File: config.mk
export PLATFORM = sky130hd
export DESIGN_NAME = serial_term_rx_flat
export DESIGN_NICKNAME = d
export VERILOG_FILES = /design/src/rtl/serial_term_rx_if.sv /design/src/rtl/serial_term_rx.sv /design/src/flat_wrapper.sv
export SDC_FILE = /design/constraint.sdc
export NUM_CORES = 1
export LEC_CHECK = 0
export ABC_AREA = 1
export BUFFER_PORTS_ARGS = -buffer_cell sky130_fd_sc_hd__buf_2
export CAP_MARGIN = 20
export CORE_AREA = 2 2 119 121
export DETAILED_ROUTE_END_ITERATION = 10
export DIE_AREA = 0 0 121 123
export PLACE_DENSITY = 0.76
export SYNTH_ARGS = -nofsm -noshare
export SYNTH_HDL_FRONTEND = slang
export SYNTH_SLANG_ARGS = --single-unit
File: constraint.sdc
create_clock -name clk -period 5.89 [get_ports clk]
set_input_delay 1.178 -clock clk [delete_from_list [all_inputs] [get_ports clk]]
set_output_delay 1.178 -clock clk [all_outputs]
set_load 0.01 [all_outputs]
File: src/rtl/serial_term_rx_if.sv
// serial_term_rx_if: groups the serial line input and the FIFO drain/status
// signals of serial_term_rx into one bundle.
//   master : the side that drives the line and drains bytes (terminal/bench)
//            drives rx, rd_en, clr_ovf; observes dout, empty, count, busy,
//            frame_err, overflow (and break_det when enabled).
//   slave  : the receiver itself (serial_term_rx).
// Optional: SERIAL_TERM_RX_BREAK_DETECT_EN adds the break_det pulse.
interface serial_term_rx_if #(
   parameter int unsigned FIFO_DEPTH = 16
);
   localparam int unsigned CW = $clog2(FIFO_DEPTH) + 1;

   logic          rx;
   logic          rd_en;
   logic          clr_ovf;
   logic [7:0]    dout;
   logic          empty;
   logic [CW-1:0] count;
   logic          busy;
   logic          frame_err;
   logic          overflow;
`ifdef SERIAL_TERM_RX_BREAK_DETECT_EN
   logic          break_det;

   modport master (
      output rx, rd_en, clr_ovf,
      input  dout, empty, count, busy, frame_err, overflow, break_det
   );

   modport slave (
      input  rx, rd_en, clr_ovf,
      output dout, empty, count, busy, frame_err, overflow, break_det
   );
`else
   modport master (
      output rx, rd_en, clr_ovf,
      input  dout, empty, count, busy, frame_err, overflow
   );

   modport slave (
      input  rx, rd_en, clr_ovf,
      output dout, empty, count, busy, frame_err, overflow
   );
`endif
endinterface

File: src/rtl/serial_term_rx.sv
// serial_term_rx: UART 8N1 receiver for the Altair SIO transmit line, feeding
// a first-word-fall-through byte FIFO drained by the terminal logic.
// Ports:
//   clk        system clock
//   reset      synchronous, active-high reset
//   bus.rx     asynchronous serial line (idle high), synchronised internally
//   bus.rd_en  pop head byte (ignored when empty)
//   bus.clr_ovf clear the sticky overflow flag
//   bus.dout   head byte, valid while empty=0
//   bus.empty / bus.count  FIFO status
//   bus.busy   receiver not idle
//   bus.frame_err  one-cycle pulse on a bad stop bit
//   bus.overflow   sticky, a good byte was dropped on a full FIFO
// Optional: SERIAL_TERM_RX_BREAK_DETECT_EN adds bus.break_det, a one-cycle
// pulse for an all-zero frame, re-armed after a full bit time of idle line.
module serial_term_rx #(
   parameter int unsigned CLK_HZ     = 50000000,
   parameter int unsigned BAUD       = 115200,
   parameter int unsigned FIFO_DEPTH = 16
) (
   input logic             clk,
   input logic             reset,
   serial_term_rx_if.slave bus
);
   localparam int unsigned CPB  = CLK_HZ / BAUD;
   localparam int unsigned HALF = CPB / 2;
   localparam int unsigned CTW  = $clog2(CPB);
   localparam int unsigned PW   = $clog2(FIFO_DEPTH);
   localparam int unsigned CW   = $clog2(FIFO_DEPTH) + 1;

   typedef enum logic [2:0] {
      S_IDLE,
      S_START,
      S_DATA,
      S_STOP,
      S_WAIT_HIGH
   } state_t;

   state_t         state, state_nx;
   logic [CTW-1:0] tick, tick_nx;
   logic [2:0]     bit_idx, bit_idx_nx;
   logic [7:0]     shreg, shreg_nx;
   logic           rx_meta, rxs, rxs_d;
   logic           push_c, ferr_c;
   logic           busy_q, ferr_q;
`ifdef SERIAL_TERM_RX_BREAK_DETECT_EN
   logic           brk_c, brk_q;
   logic           brk_hold, brk_hold_nx;
`endif

   // Line synchroniser plus one delayed copy for falling-edge detection
   always_ff @(posedge clk) begin
      if (reset) begin
         rx_meta <= 1'b1;
         rxs     <= 1'b1;
         rxs_d   <= 1'b1;
      end else begin
         rx_meta <= bus.rx;
         rxs     <= rx_meta;
         rxs_d   <= rxs;
      end
   end

   // Receiver state register
   always_ff @(posedge clk) begin
      if (reset) begin
         state   <= S_IDLE;
         tick    <= '0;
         bit_idx <= '0;
         shreg   <= '0;
         busy_q  <= 1'b0;
         ferr_q  <= 1'b0;
`ifdef SERIAL_TERM_RX_BREAK_DETECT_EN
         brk_q    <= 1'b0;
         brk_hold <= 1'b0;
`endif
      end else begin
         state   <= state_nx;
         tick    <= tick_nx;
         bit_idx <= bit_idx_nx;
         shreg   <= shreg_nx;
         busy_q  <= (state_nx != S_IDLE);
         ferr_q  <= ferr_c;
`ifdef SERIAL_TERM_RX_BREAK_DETECT_EN
         brk_q    <= brk_c;
         brk_hold <= brk_hold_nx;
`endif
      end
   end

   // Receiver next-state: tick counts down to each sample point
   always_comb begin
      state_nx   = state;
      tick_nx    = tick;
      bit_idx_nx = bit_idx;
      shreg_nx   = shreg;
      push_c     = 1'b0;
      ferr_c     = 1'b0;
`ifdef SERIAL_TERM_RX_BREAK_DETECT_EN
      brk_c       = 1'b0;
      brk_hold_nx = brk_hold;
`endif
      unique case (state)
         S_IDLE: begin
            if (rxs_d && !rxs) begin
               tick_nx  = CTW'(HALF - 1);
               state_nx = S_START;
            end
         end
         S_START: begin
            if (tick == '0) begin
               if (rxs) begin
                  state_nx = S_IDLE;
               end else begin
                  tick_nx    = CTW'(CPB - 1);
                  bit_idx_nx = '0;
                  state_nx   = S_DATA;
               end
            end else begin
               tick_nx = tick - CTW'(1);
            end
         end
         S_DATA: begin
            if (tick == '0) begin
               shreg_nx = {rxs, shreg[7:1]};
               tick_nx  = CTW'(CPB - 1);
               if (bit_idx == 3'd7) begin
                  state_nx = S_STOP;
               end else begin
                  bit_idx_nx = bit_idx + 3'd1;
               end
            end else begin
               tick_nx = tick - CTW'(1);
            end
         end
         S_STOP: begin
            if (tick == '0) begin
               if (rxs) begin
                  push_c   = 1'b1;
                  state_nx = S_IDLE;
               end else begin
                  ferr_c   = 1'b1;
                  state_nx = S_WAIT_HIGH;
`ifdef SERIAL_TERM_RX_BREAK_DETECT_EN
                  if (shreg == 8'h00) begin
                     brk_c       = 1'b1;
                     brk_hold_nx = 1'b1;
                     tick_nx     = CTW'(CPB - 1);
                  end
`endif
               end
            end else begin
               tick_nx = tick - CTW'(1);
            end
         end
         S_WAIT_HIGH: begin
`ifdef SERIAL_TERM_RX_BREAK_DETECT_EN
            // After a break, require a full bit time of continuous idle
            if (brk_hold) begin
               if (!rxs) begin
                  tick_nx = CTW'(CPB - 1);
               end else if (tick == '0) begin
                  brk_hold_nx = 1'b0;
                  state_nx    = S_IDLE;
               end else begin
                  tick_nx = tick - CTW'(1);
               end
            end else if (rxs) begin
               state_nx = S_IDLE;
            end
`else
            if (rxs) begin
               state_nx = S_IDLE;
            end
`endif
         end
         default: state_nx = S_IDLE;
      endcase
   end

   // FWFT FIFO: dout is registered as the head after this cycle's push/pop
   logic [7:0]    mem [FIFO_DEPTH];
   logic [PW-1:0] wr_ptr, rd_ptr, rd_ptr_nx;
   logic [CW-1:0] cnt_q, remain_c, cnt_nx;
   logic [7:0]    dout_q, dout_nx;
   logic          empty_q, ovf_q;
   logic          full_c, pop_c, wr_c, ovf_set_c;

   always_comb begin
      full_c    = (cnt_q == CW'(FIFO_DEPTH));
      pop_c     = bus.rd_en && !empty_q;
      wr_c      = push_c && (!full_c || pop_c);
      ovf_set_c = push_c && full_c && !pop_c;
      rd_ptr_nx = rd_ptr + PW'(pop_c);
      remain_c  = cnt_q - CW'(pop_c);
      cnt_nx    = remain_c + CW'(wr_c);
      dout_nx   = dout_q;
      if (remain_c == '0) begin
         if (wr_c) begin
            dout_nx = shreg;
         end
      end else begin
         dout_nx = mem[rd_ptr_nx];
      end
   end

   always_ff @(posedge clk) begin
      if (wr_c) begin
         mem[wr_ptr] <= shreg;
      end
   end

   always_ff @(posedge clk) begin
      if (reset) begin
         wr_ptr  <= '0;
         rd_ptr  <= '0;
         cnt_q   <= '0;
         dout_q  <= '0;
         empty_q <= 1'b1;
         ovf_q   <= 1'b0;
      end else begin
         wr_ptr  <= wr_ptr + PW'(wr_c);
         rd_ptr  <= rd_ptr_nx;
         cnt_q   <= cnt_nx;
         dout_q  <= dout_nx;
         empty_q <= (cnt_nx == '0);
         // Set has priority over a simultaneous clear
         if (ovf_set_c) begin
            ovf_q <= 1'b1;
         end else if (bus.clr_ovf) begin
            ovf_q <= 1'b0;
         end
      end
   end

   assign bus.dout      = dout_q;
   assign bus.empty     = empty_q;
   assign bus.count     = cnt_q;
   assign bus.busy      = busy_q;
   assign bus.frame_err = ferr_q;
   assign bus.overflow  = ovf_q;
`ifdef SERIAL_TERM_RX_BREAK_DETECT_EN
   assign bus.break_det = brk_q;
`endif

endmodule
File: src/flat_wrapper.sv
// flat-port wrapper written by rule: the top's interface ports become plain ports
module serial_term_rx_flat 
#(
   parameter int unsigned CLK_HZ     = 50000000,
   parameter int unsigned BAUD       = 115200,
   parameter int unsigned FIFO_DEPTH = 16
)
  (clk, reset, bus_rx, bus_rd_en, bus_clr_ovf, bus_dout, bus_empty, bus_count, bus_busy, bus_frame_err, bus_overflow);
  serial_term_rx_if #(.FIFO_DEPTH(FIFO_DEPTH)) bus_i ();
  input logic clk;
  input logic reset;
  input wire logic [$bits(bus_i.rx)-1:0] bus_rx;
  input wire logic [$bits(bus_i.rd_en)-1:0] bus_rd_en;
  input wire logic [$bits(bus_i.clr_ovf)-1:0] bus_clr_ovf;
  output wire logic [$bits(bus_i.dout)-1:0] bus_dout;
  output wire logic [$bits(bus_i.empty)-1:0] bus_empty;
  output wire logic [$bits(bus_i.count)-1:0] bus_count;
  output wire logic [$bits(bus_i.busy)-1:0] bus_busy;
  output wire logic [$bits(bus_i.frame_err)-1:0] bus_frame_err;
  output wire logic [$bits(bus_i.overflow)-1:0] bus_overflow;
  assign bus_i.rx = bus_rx;
  assign bus_i.rd_en = bus_rd_en;
  assign bus_i.clr_ovf = bus_clr_ovf;
  assign bus_dout = bus_i.dout;
  assign bus_empty = bus_i.empty;
  assign bus_count = bus_i.count;
  assign bus_busy = bus_i.busy;
  assign bus_frame_err = bus_i.frame_err;
  assign bus_overflow = bus_i.overflow;
  serial_term_rx #(.CLK_HZ(CLK_HZ), .BAUD(BAUD), .FIFO_DEPTH(FIFO_DEPTH)) u_core (.clk(clk), .reset(reset), .bus(bus_i));
endmodule
## Yosys cells after proc, flatten, opt, wreduce, memory -nomap -nowiden

Memories as Yosys holds them, arrays and structs flattened.
Index checks and enable logic that the tools add are counted.

| operators by class | value |
|---|---|
| equality and inequality tests | 14 |
| bitwise logic cells | 2 |
| reductions and logical operators | 22 |
| add/sub/neg operators | 6 |
| multiplexer cells | 30 |

Operators by type and width:

| operator | number |
|---|---|
| $mux 9 | 5 |
| $pmux 9 s4 | 1 |
| $mux 3 | 11 |
| $mux 8 | 2 |
| $pmux 3 s5 | 1 |
| $logic_not 5->1 | 2 |
| $logic_not 9->1 | 1 |
| $sub 9x1->9 const B | 1 |
| $add 4x1->4 | 2 |
| $mux 1 | 8 |
| $ne 2x1->1 const B | 4 |
| $eq 3x2->1 const B | 2 |
| $eq 3x3->1 const B | 2 |
| $ne 2x2->1 const B | 3 |
| $pmux 3 s2 | 1 |
| $add 5x1->5 | 1 |
| $eq 5x5->1 const B | 1 |
| $logic_and 1x1->1 | 5 |
| $reduce_and 5->1 | 1 |
| $sub 5x1->5 | 1 |
| $logic_not 1->1 | 4 |
| $reduce_and 4->1 | 1 |
| $reduce_bool 2->1 | 2 |
| $reduce_bool 4->1 | 1 |
| other kinds (10) | 11 |

| storage, ports and cells | value |
|---|---|
| output and inout port bits | 17 |
| register bits | 51 |
| RAM bits | 128 |
| memories | 1 |

Memory list:

| name | words | width | read ports | clocked after Yosys merged registers in | wr ports | RTL line | source |
|---|---|---|---|---|---|---|---|
| u_core.mem | 16 | 8 | 1 | 0 | 1 | serial_term_rx.sv:182 | `logic [7:0] mem [FIFO_DEPTH];` |

## Longest topological paths before layout

Gate-level depths: netlist (run 1).

| logic depth | value |
|---|---|
| word-level depth | 6 |
| gate-level depth with buffers | 15 |
| gate-level depth less buffers | 14 |

## Worst setup path before layout (run 1)

OpenSTA, ideal clock, no wires.

| path | value |
|---|---|
| kind | input to register |
| start point | in bus_rd_en |
| end point | reg u_core.dout_q[0] (netlist: u_core.bus.dout[0]) |
| setup time | 65 ps |
| arrival | 2678 ps |
| path slack | 3147 ps |
| path buffers | 2 |
| stages on the path | 13 |
| data required time | 5825 ps |
| cell sequence | inv_1 nor2_1 ha_1 ha_1 buf_2 inv_1 buf_1 nand2_1 nand3_1 nand3_1 a21oi_1 nor2_1 nor2_1 |

| on the way | value |
|---|---|
| cells in the longest elaborated chain, start to end | 4 |

Ends and longest elaborated chain:

| item | RTL line | source |
|---|---|---|
| start: declaration | flat_wrapper.sv:13 | `input wire logic [$bits(bus_i.rd_en)-1:0] bus_rd_en;` |
| $logic_and 1x1->1 | serial_term_rx.sv:191 | `pop_c = bus.rd_en && !empty_q;` |
| $add 4x1->4 | serial_term_rx.sv:194 | `rd_ptr_nx = rd_ptr + PW'(pop_c);` |
| via u_core.rd_ptr_nx[1] | serial_term_rx.sv:183 | `logic [PW-1:0] wr_ptr, rd_ptr, rd_ptr_nx;` |
| $mem_v2 16x8 | n/a |  |
| $mux 8 | serial_term_rx.sv:198 | `if (remain_c == '0) begin` |
| end signal: assignment | serial_term_rx.sv:225 | `dout_q <= dout_nx;` |
| end: declaration | serial_term_rx.sv:185 | `logic [7:0] dout_q, dout_nx;` |

The timed path passes the listed nets, and every way through them passes these cells.
A chain may end at the register's enable or synchronous reset.

## Final worst setup path (run 1)

| path | value |
|---|---|
| start point | in bus_rd_en |
| end point | reg u_core.dout_q[4] (netlist: u_core.bus.dout[4]) |

The elaborated chain is that of the path after synthesis.

==> run_results.csv, run 1 <==
group,metric,value,unit
outcome,status,"finished, final reports clean",
global_route,grt_pass1_vias,5201,
place,dpl_cell_area,0.008168,mm2
cts,cts_tree,"built",
worst_setup_path,cp-end-kind,"register",
floorplan,row_count,43,
synth,synth-seq-cells,179,
routing,vias,5797,
synth,synth_edf_count,128,
worst_setup_path,r2r_start,"u_core.tick[0]$_SDFFE_PP0P_",
timing,timing.final.crit_share,0.5520,
timing,hold_viol,0,
run,max-cap-violations,0,
power_and_ir_drop,powerDensity,367.3,mW/mm2
layout,final_area,0.008743,mm2
worst_setup_path,crit_buf_inv,4,
worst_setup_path,startpoint,"bus_rd_en",
cts,hold_buffers,0,
cts,cts_made_buffers,17,
cts,clock_path_buffers,2,
cts,clk_pin_slew,70,ps
layout,num-nets-final,899,
power_and_ir_drop,peakVddDrop,0.1771,mV
synth,postSynthCellCount,869,
cts,clock_sinks,179,
synth,synth_seq_area_share,0.6101,
timing,fin_setup_tns,0,ps
worst_setup_path,arrival,3550,ps
place,io_buffers,21,
min_path,hold_path_class,"register to register",
worst_setup_path,critPathRequiredTime,6190,ps
worst_setup_path,crit_path_max_incr_delay,700,ps
floorplan,dieArea,0.01488,mm2
synth,synth_top_area_cell,"edfxtp_1",
timing,rsz0062_at_grt,"false",
power_and_ir_drop,leakage,0.003829,uW
synth,synth_nets,886,
layout,drive_gt1_frac,0.08380,
place,dpl.hpwl,10.90,mm
worst_setup_path,cp-start-kind,"input pin",
synth,postSynthAreaPerCell,9.176,um2
layout,register_area,0.004865,mm2
timing,worst_slew_pin_slew,933.1,ps
worst_setup_path,crit_path_max_fanout,35,
worst_setup_path,crit_end,"u_core.bus.dout[4]$_SDFFE_PP0P_",
synth,synth_area_leaders,"edfxtp_1, dfxtp_1, nand2_1",
floorplan,die_h,123,um
power_and_ir_drop,finalPower,3212,uW
worst_setup_path,timing.rr.end,"u_core.mem[0][7]$_DFFE_PP_",
power_and_ir_drop,clkPwrFrac,0.311,
floorplan,start_util,0.5858,
synth,ys_types,33,
worst_setup_path,cp.depth,14,
global_route,overflow,0,
routing,drtIter0Drc,641,
place,gp_congestion,0.8607,
cts,cts_root_buf,"clkbuf_16",
timing,fmax,307.6,MHz
worst_setup_path,timing_worst_setup_path_type,"input pin to register",
power_and_ir_drop,combPwrFrac,0.245,
global_route,grt_pass1_wl,27.01,mm
power_and_ir_drop,switching_share,0.3253,
routing,routed_wl,17.40,mm
synth,ys_warn_count,0,
timing,setup_viol,0,
floorplan,ios,22,
synth,synthFlopType,"edfxtp_1",
global_route,grt_usage,0.2435,
timing,max-slew-margin-rel,0.3756,
synth,netlist.area_leader.share,0.4820,
power_and_ir_drop,switching_power,1045,uW
global_route,antenna_found_initial,0,
cts,cts_resized,0,
timing,slew_violations,0,
timing,period_minus_slack,3251,ps
cts,cts_setup_buffers,0,
worst_setup_path,crit_family,"buffers and inverters",
floorplan,core_area,0.01361,mm2
worst_setup_path,crit_chain,"buf_2, inv_1, nor2_1, ha_2, inv_2, buf_16, nand2_1, nand2_1, nand2_1, nand3_1, nand3_1, a21oi_1, nor2_1, nor2_1",
routing,viasPerCell,5.393,
timing,finalClockSkew,9.031,ps
worst_setup_path,reg2regPathDepth,10,
cts,ctsHtreeMaxLevel,4,
worst_setup_path,critPathSlowestCell,"ha_2",
cts,clock_latency,430,ps
layout,area_delta_synth_final,9.650,%
power_and_ir_drop,p_seq_frac,0.444,
routing,drtPass1Iterations,6,
floorplan,die_w,121,um
routing,wl_per_cell,16.19,um
synth,ys_async_sr_fraction,0,
routing,route.detailed.drc,0,
global_route,grt_max_degree,66,
layout,fillers,1079,
layout,multi_input_area,0.002545,mm2
synth,syn_area,0.007974,mm2
routing,postRouteAntennaNets,0,
worst_setup_path,reg2reg_slack,2890,ps
power_and_ir_drop,p_int,2167,uW
layout,diodes,0,
through the flow:
step / setup WS (ps) / cells / hold WS [ps] / util
3_5_place_dp: 1997 / 1041 / 399.6 / 0.6001
6_report: 2639 / 1075 / 420.8 / 0.6423
3_3_place_gp: 2012 / 1041 / 401.6 / 0.6001
2_1_floorplan: 3147 / 869 / 389.5 / -
5_1_grt: 2479 / 1075 / 451.2 / 0.6423
4_1_cts: 2436 / 1073 / 417.3 / 0.6383
cell usage in the layout (no fill, tap or decap), types with 5 or more instances in the layout:
master and n:
nand2_1 258, edfxtp_1 128, nand3_1 112, inv_1 105, nor2_1 93, dfxtp_1 51, buf_2 21, a21oi_1 18
clkbuf_16 17, o21ai_0 14, ha_1 11, clkinv_1 7, xor2_1 7, nand3_2 6, clkinvlp_4 5
kinds of logic (layout without fill, tap and decap cells):
| logic type | after synthesis | in the layout | synth area share |
|---|---|---|---|
| buffers and inverters | 141 | 167 | 0.07108 |
| adder cells (fa/ha/maj) | 12 | 12 | 0.01883 |
| XOR/XNOR | 12 | 12 | 0.01601 |
| AND/OR/NAND/NOR | 485 | 485 | 0.2576 |
| flip-flops | 179 | 179 | 0.6101 |
| AO/OA/AOI/OAI | 40 | 40 | 0.02636 |
cell usage after synthesis (2+ instances only):
cell	n
nand2_1	258
edfxtp_1	128
nand3_1	112
inv_1	106
nor2_1	93
dfxtp_1	51
a21oi_1	18
o21ai_0	14
buf_2	12
ha_1	12
clkbuf_1	11
xor2_1	7
nand3_2	6
buf_4	4
nand4_1	4
nor2_2	4
o21ai_1	4
buf_1	3
clkinv_1	2
inv_2	2
nand2_2	2
nor3_1	2
or2_2	2
xnor2_1	2
xor2_2	2
area by class of cell:
type                       count  share of cell area
clock buffer                  18             0.04908
multi-input combinational    549              0.2911
tap                          180             0.02576
clock inverter                14             0.01045
timing repair buffer          25             0.02003
inverter                     110             0.04722
sequential                   179              0.5564
worst min-delay path by stage:
stage	from	end	cells past startpoint
2_1_floorplan	u_core.rx_meta$_SDFF_PP1_	u_core.rxs$_SDFF_PP1_	1
3_3_place_gp	u_core.rx_meta$_SDFF_PP1_	u_core.rxs$_SDFF_PP1_	1
3_5_place_dp	u_core.rx_meta$_SDFF_PP1_	u_core.rxs$_SDFF_PP1_	1
4_1_cts	u_core.rx_meta$_SDFF_PP1_	u_core.rxs$_SDFF_PP1_	1
5_1_grt	u_core.rx_meta$_SDFF_PP1_	u_core.rxs$_SDFF_PP1_	1
6_report	u_core.rx_meta$_SDFF_PP1_	u_core.rxs$_SDFF_PP1_	1
per-layer routing:
metal	share of wire	GRT usage	up-vias
li1	-	-	2837
met1	0.43	0.3332	2715
met2	0.47	0.3796	206
met3	0.070	0.04935	39
met4	0.026	0.1090	0
met5	0	0	-
power groups by stage:
stage	clock network, uW	logic, uW	registers, uW
CTS	1000	755	1420
detailed placement	0	753	1450
global route	1060	878	1430
floorplan	0	574	1460
global placement	0	746	1450
finish	999	788	1420
state kept, by name, indices dropped and copies added, names as in the netlist:
name                  cells
u_core.mem              128
u_core.tick               9
u_core.bus.dout           8
u_core.shreg              8
u_core.bus.count          5
u_core.rd_ptr             4
u_core.wr_ptr             4
u_core.bit_idx            3
u_core.state              3
u_core.bus.busy           1
u_core.bus.empty          1
u_core.bus.frame_err      1
u_core.bus.overflow       1
u_core.rx_meta            1
u_core.rxs                1
u_core.rxs_d              1
worst reg2reg max path, delay by kind of cell, from the launching register on:
family	cells	cell delay, ps
buffers and inverters	2	170
AND/OR/NAND/NOR	7	1990
flip-flops	1	310
adder cells (fa/ha/maj)	1	160
(Power assumes the default switching activity.)
==> inputs of run 2 (changes only) <==
==> constraint.sdc (replaced) <==
create_clock -name clk -period 3.1 [get_ports clk]
set_input_delay 0.62 -clock clk [delete_from_list [all_inputs] [get_ports clk]]
set_output_delay 0.62 -clock clk [all_outputs]
set_load 0.01 [all_outputs]
==> run 2 against run 1 <==
Compared with the run above:
- utilization increased by 1.4 points
- cell count increased by 1.7%
- global-route usage increased by 1.9 points
- sequential cell count unchanged
- critical path type is now register to register
- critical endpoint is now u_core.mem[4][3]$_DFFE_PP_
==> run_results.csv, run 2 (same netlist as run 1, synthesis figures left out) <==
group,metric,value,unit
outcome,status,"finished, final reports clean",
global_route,antenna_found_initial,0,
layout,mostFrequentLayoutCells,"nand2_1, edfxtp_1, nand3_1",
timing,fmax,370.0,MHz
power_and_ir_drop,p_seq_frac,0.421,
global_route,use_met1,0.3491,
floorplan,die_w,121,um
cts,clk_pin_slew,70,ps
cts,hold_buffers,0,
floorplan,core_area,0.01361,mm2
layout,largest_reg_flops,128,
worst_setup_path,crit_path_max_fanout,10,
global_route,grt_usage,0.2622,
layout,layout_commonest_cell,"nand2_1",
layout,drive_gt1_frac,0.1084,
floorplan,ios,22,
timing,period_minus_slack,2703,ps
global_route,grt_max_degree,41,
timing,timing.final.crit_share,0.8719,
power_and_ir_drop,leakage,0.003968,uW
layout,num-nets-final,917,
cts,ctsHtreeMaxLevel,4,
global_route,met2_usage,0.4294,
global_route,grt_pass1_wl,28.92,mm
timing,max-slew-margin-rel,0.3883,
cts,cts_tree,"built",
min_path,hold_start,"bus_rx",
cts,cts_made_buffers,17,
power_and_ir_drop,peakVddDrop,0.3649,mV
worst_setup_path,r2r_start,"u_core.tick[0]$_SDFFE_PP0P_",
timing,rsz0062_at_grt,"false",
worst_setup_path,cp-start-kind,"register",
worst_setup_path,timing_worst_setup_path_type,"register to register",
cts,clock_path_buffers,2,
global_route,grt_pass1_vias,5486,
floorplan,dieArea,0.01488,mm2
routing,route.detailed.drc,0,
power_and_ir_drop,switching_share,0.3175,
cts,cts_setup_buffers,0,
timing,slew_violations,0,
place,pre_cts_ws,283.1,ps
routing,viasPerCell,5.322,
place,dpl.hpwl,11.66,mm
global_route,overflow,0,
place,gp_congestion,0.9671,
timing,finalWorstSetupSlack,397.1,ps
cts,clock_latency,440,ps
global_route,grt.busiest_layer,"met2",
worst_setup_path,cp-end-kind,"register",
power_and_ir_drop,combPwrFrac,0.233,
routing,wl_per_cell,16.76,um
cts,cts_resized,0,
cts,clock_sinks,179,
worst_setup_path,arrival,2760,ps
routing,vias,5817,
timing,finalClockSkew,11.22,ps
timing,worst_slew_pin_slew,913.1,ps
global_route,grt_use_met3,0.05028,
floorplan,die_h,123,um
layout,diodes,0,
timing,hold_viol,0,
min_path,hold_path_class,"input pin to register",
timing,fin_setup_tns,0,ps
power_and_ir_drop,powerDensity,719.2,mW/mm2
place,io_buffers,21,
layout,area_delta_synth_final,12.04,%
worst_setup_path,startpoint,"u_core.tick[0]$_SDFFE_PP0P_",
floorplan,row_count,43,
routing,drtPass1Iterations,5,
routing,drtIter0Drc,599,
layout,largest_registers,"u_core.mem: 128 flops, u_core.tick: 9 flops",
floorplan,start_util,0.5858,
cts,cts_root_buf,"clkbuf_16",
worst_setup_path,critPathRequiredTime,3160,ps
layout,regMostFlops,"u_core.mem",
power_and_ir_drop,clkPwrFrac,0.346,
routing,postRouteAntennaNets,0,
power_and_ir_drop,switching_power,2040,uW
run,max-cap-violations,0,
routing,routed_wl,18.32,mm
timing,setup_viol,0,
power_and_ir_drop,p_int,4385,uW
==> run 2: cell count changes in the layout (fill, tap and decap cells not counted), sizes merged <==
cell      delta
buf         +18
bufinv       +3
clkinvlp     -3
clkinv       -2
inv          +2
==> run 2: worst max-delay path, stage by stage, from the launching register on <==
cell and delay, ps:
dfxtp_1 320, inv_1 140, ha_1 160, inv_1 30, nor2_1 100, nand2_2 100
nor2_8 180, nand3_2 90, nor2_2 320, nand3_2 250, nor2_1 620
==> run 2: final timing paths <==
| check | cells past startpoint | to | slack, ps |
|---|---|---|---|
| worst max-delay path | 10 | u_core.mem[4][3]$_DFFE_PP_ | 400 |
| worst min-delay path | 2 | u_core.rx_meta$_SDFF_PP1_ | 370 |
| worst max register to register | 10 | u_core.mem[4][3]$_DFFE_PP_ | 400 |
| worst min register to register | 1 | u_core.rxs$_SDFF_PP1_ | 410 |
==> run 2: layout make-up <==
| type | instances | area (um2) |
|---|---|---|
| inverter | 110 | 412.9 |
| clock inverter | 14 | 176.4 |
| multi-input combinational | 549 | 2545 |
| tap | 180 | 225.2 |
| timing repair buffer | 43 | 270.3 |
| fill | 1111 | 4678 |
| clock buffer | 18 | 439.2 |
| sequential | 179 | 4865 |
==> run 2: power by group through the flow <==
stage	combinational (uW)	sequential [uW]	clock (uW)
6_report	1490	2700	2230
5_1_grt	1680	2710	2340
4_1_cts	1500	2700	2250
3_5_place_dp	1490	2750	0
3_3_place_gp	1460	2760	0
2_1_floorplan	1090	2770	0
==> run 2: routing by layer <==
| metal | routed length [um] | vias to the layer above |
|---|---|---|
| met5 | 0 | - |
| met3 | 1209 | 35 |
| met1 | 7650 | 2733 |
| met2 | 9052 | 183 |
| li1 | - | 2866 |
| met4 | 405 | 0 |
==> run 2: through the flow <==
step	total power [uW]	instance area, um2	instances	hold WS [ps]	utilization
after floorplan	3858	7974	869	389.5	-
after global placement	4218	8318	1061	397.9	0.6111
after detailed placement	4237	8318	1061	396.0	0.6111
after CTS	6448	8934	1093	371.0	0.6563
after global routing	6734	8934	1093	373.6	0.6563
final	6425	8934	1093	373.7	0.6563
